==> src/rtl/serial_twos_complementer.sv <==
// Bit-serial two's-complement negator: copies bits up to and including the first 1
// of each LSB-first word, then inverts the rest. A bit counter re-arms it every WORD_W bits.
module serial_twos_complementer #(
  parameter int WORD_W   = 8,
  parameter int ST_WIDTH = 2
) (
  input  logic                clk,
  input  logic                rst_b,
  input  logic                stream,
  output logic                comp,
  output logic [ST_WIDTH-1:0] state,
  output logic                word_done
);

  localparam int CNT_W = (WORD_W > 2) ? $clog2(WORD_W) : 1;

  typedef enum logic [1:0] {
    S_COPY   = 2'b00,
    S_INVERT = 2'b01
  } state_e;

  state_e           state_q;
  state_e           state_d;
  logic [CNT_W-1:0] bit_cnt;
  logic             invert;

  assign word_done = (bit_cnt == CNT_W'(WORD_W - 1));
  assign state     = ST_WIDTH'(state_q);

  always_ff @(posedge clk) begin
    if (rst_b) begin
      state_q <= S_COPY;
      bit_cnt <= '0;
    end else begin
      state_q <= state_d;
      bit_cnt <= word_done ? '0 : bit_cnt + 1'b1;
    end
  end

  // Illegal encodings fall into the default arm: behave as S_COPY and return there.
  always_comb begin
    state_d = S_COPY;
    invert  = 1'b0;
    case (state_q)
      S_COPY: begin
        invert  = 1'b0;
        state_d = stream ? S_INVERT : S_COPY;
      end
      S_INVERT: begin
        invert  = 1'b1;
        state_d = S_INVERT;
      end
      default: begin
        invert  = 1'b0;
        state_d = S_COPY;
      end
    endcase
    if (word_done) state_d = S_COPY;
  end

  assign comp = stream ^ invert;

endmodule

==> config.mk <==
export PLATFORM = sky130hd
export DESIGN_NAME = serial_twos_complementer
export DESIGN_NICKNAME = d
export VERILOG_FILES = /design/src/rtl/serial_twos_complementer.sv
export SDC_FILE = /design/constraint.sdc
export NUM_CORES = 1
export LEC_CHECK = 0
export CORE_AREA = 2 2 39 41
export CTS_BUF_LIST = sky130_fd_sc_hd__clkbuf_8 sky130_fd_sc_hd__clkbuf_16
export DETAILED_ROUTE_END_ITERATION = 8
export DIE_AREA = 0 0 41 43
export PLACE_DENSITY_LB_ADDON = 0.1
export SLEW_MARGIN = 25
export SYNTH_ARGS = -nofsm -noshare
export SYNTH_HDL_FRONTEND = slang
export SYNTH_SLANG_ARGS = --single-unit
==> constraint.sdc <==
create_clock -name clk -period 2.2 [get_ports clk]
set_clock_uncertainty 0.15 [all_clocks]
set_input_delay 0.55 -clock clk [delete_from_list [all_inputs] [get_ports clk]]
set_output_delay 0.55 -clock clk [all_outputs]
set_load 0.005 [all_outputs]
# After elaboration in Yosys (flattened, before gate mapping)
# Index checks and enable logic that the tools add are counted.
# op_classes
addsub,1
n_eq_ne,2
muxes,3
n_bitwise,1
n_reduce_logical,2
# ops
op,count
$add 3x1->3 const B,1
$eq 3x3->1 const B,1
$eq 2x1->1 const B,1
$logic_not 2->1,1
$mux 1,2
$pmux 1 s2,1
$reduce_or 2->1,1
$xor 1x1->1,1
# totals
ff_bits,5
input_bits,3
out_inout_bits,4

# Logic depth before layout (Yosys ltp)
# logic_depth
depth_word,3
ltp_mapped,3
ltp_nobuf,3

# Worst setup path before layout
# OpenSTA, ideal clock, no wires.
# synth_path
path_type,input -> output
from,input port stream
to,output port comp
arrival_time_ps,858
slack_ps,642
path_stages,2
path_cell_list,inv_1 > ha_1
# synth_via
elab_chain_len,1
# synth_lines
element,line,rtl
start: declaration,9,"input logic stream,"
$xor 1x1->1,61,assign comp = stream ^ invert;
end: declaration,10,"output logic comp,"
# Every way passes these cells.

# Worst setup path in the final report
# Ends and elaborated chain as after synthesis.

==> impl_results.md <==
- Outcome: complete, no violations
- Layout area overhead: 61.48%
- Pin count of the biggest net entering global routing: 6
- Fin area: 272.8 um2
- Fin. Hold Viols: 0
- CTS tree: yes
- Slowest Stage Delay on Critical Path: about 0.45 ns
- Worst Hold Class: flop to flop
- Setup ws final: 0.06087 ns
- CTS max path bufs: 2
- Placed cell areas: ~220 um2
- CTS buffer count: 3
- PortBufs: 5
- GR Util All Layers: 0.04935
- DRC: 0
- IR Drop Worst-Case VDD: ~0.00027 V
- Clock latency on the worst-skew pair: 0.21 ns
- Post-DRT Antenna Nets: 0
- Layout cell share with drive strength beyond 1: 0.2273
- Clock sink count: 4
- Synth area leaders: dfxtp_1 47%, ha_1 22%, buf_4 8.9%
- Setup WS pre-CTS: -0.3020 ns
- Post-synthesis sequential area ratio: 0.4741
- Via Count: around 120
- Critical Path Sink Type: primary output
- WP buf/inv: 3
- Total power: between 0.2 and 0.3 mW
- Routed wire length per instance: 8.368 um
- Leak pwr: around 0.12 nW
- CORE AREA: about 0.0014 mm2
- Final WL: 318 um
- Reg2Reg Depth: 3
- Fin crit period: approximately 2.1 ns
- Routability cong.: around 0.54
- Max cap viols: 0
- First-pass GRT wire length: approximately 480 um
- Critical path, cell by cell: clkdlybuf4s50_1, inv_1, ha_1, buf_2
- Vias in the first global route: between 100 and 150
- Crit-path max FO: 1
- DR iter-0 viols: 0
- Post-detail-place hpwl: 227.7 um
- Synth warn: 0
- CTS Hold Buffers Added: 0
- Initial antenna violation count: 0
- Tcrit/Tclk final: 0.9723
- Mapped Nets: 22
- Top cell type's share of synthesized area: 0.4741
- Critical-path top delay cell: clkdlybuf4s50_1
- Worst EP arrival: 1.44 ns
- Hold path depth: 1
- Syn_area_per_cell: between 10 and 15 um2
- Data required time of the worst path: 1.50 ns
- Seq cells post-synth: 4
- Crit start category: input pin
- Reg2reg start: bit_cnt[0]
- Ports: 7
- Pre-Repair DR Iteration Count: 1
- Clock-pin transition on the worst setup and hold timing paths: around 0.03 ns
- Final TNS setup: 0 ns
- FF-to-FF End: bit_cnt[2]
- Standard-cell rows: 14
- Cells after Synth: 16
- Final #Nets: 30
- Setup bufs post-CTS: 0
- Crit path to: comp
- PD cells: about 940 mW/mm2
- Post-synthesis cell area: roughly 170 um2
- CP Class: input pin to primary output
- R2R Setup Slk: between 1 and 1.5 ns
- Setup violators final: 0
- Max Clk Rate: 467.5 MHz
- CP Depth: 4
- Final design utilization: 0.1971
- Die area: approximately 0.0018 mm2
- Unrepaired setup endpoints after global routing: no
- Crit path from: stream
- Grt ovf: 0
- Number of diodes: 0
- Slew Viols, Final: 0
- Distinct cells, synth: 7
- DR vias/cell: between 3 and 4
- Yosys top cell by area: dfxtp_1
- Starting Density: 0.1221
- CTS Root Cell: clkbuf_8
- Family with the most delay on the worst path: buffers and inverters
- CTS HTree Levels: 1
- Die X: about 41 um
- Die Y: between 40 and 50 um
cells in the final DEF, fill, tap and decap left out, drive strengths merged:
cell type      instances
dfxtp                  4
clkdlybuf4s50          4
clkbuf                 3
ha                     3
inv                    2
nor3b                  2
nor3                   2
conb                   1
buf                    1
per-layer routing:
| layer | vias up | routed length, um | GRT usage |
|---|---|---|---|
| met2 | 4 | 149 | 0.05313 |
| li1 | 61 | - | - |
| met4 | 0 | 0 | 0.06000 |
| met1 | 51 | 149 | 0.05519 |
| met5 | - | 0 | 0 |
| met3 | 0 | 19 | 0.03141 |
state kept, by name (all words and copies together) (netlist names):
register  flops
bit_cnt       3
state         1
cells by family (layout without fill, tap and decap cells):
family                     count (synthesis)  count (layout)  share of synthesized area
DFF                                        4               4                     0.4741
and+or+nand+nor                            4               4                     0.1481
adders and majority gates                  3               3                     0.2222
other                                      1               1                    0.02220
buffers and inverters                      4              10                     0.1333
metrics by stage:
step	hold WS, ns	std cells
final	0.3018	38
after detailed placement	0.3035	35
after CTS	0.3116	38
after global routing	0.3248	38
after global placement	0.3001	35
after floorplan	0.2530	16
cell type report:
class,instances,area (um2)
clock buffers,3,41.29
fillers,146,1111
inverters,2,7.507
multi-input cells,8,78.83
flip-flops and latches,4,80.08
well taps,16,20.02
repair buffers,5,45.04
worst min-delay path by stage:
stage / start / to / slack [ns]
after global placement: bit_cnt[0] / bit_cnt[0] / 0.30
final: bit_cnt[0] / bit_cnt[0] / 0.30
after detailed placement: bit_cnt[0] / bit_cnt[0] / 0.30
after CTS: bit_cnt[0] / bit_cnt[0] / 0.31
after global routing: bit_cnt[0] / bit_cnt[0] / 0.32
after floorplan: bit_cnt[0] / bit_cnt[0] / 0.25
timing repair:
action	4_1_cts	5_1_grt
endpoints found under the setup margin	2	1
pin swaps	0	0
gates cloned	0	0
resized for setup	5	1
power breakdown:
part / switching (mW) / internal, mW
clock: 0.0362 / 0.117
combinational: 0.00780 / 0.0131
sequential: 0.00314 / 0.0792
synth_stat cells:
library cell / instances
buf_4: 2
conb_1: 1
nor3b_1: 2
inv_1: 2
dfxtp_1: 4
nor3_1: 2
ha_1: 3
Power figures use the tool's default switching activity.
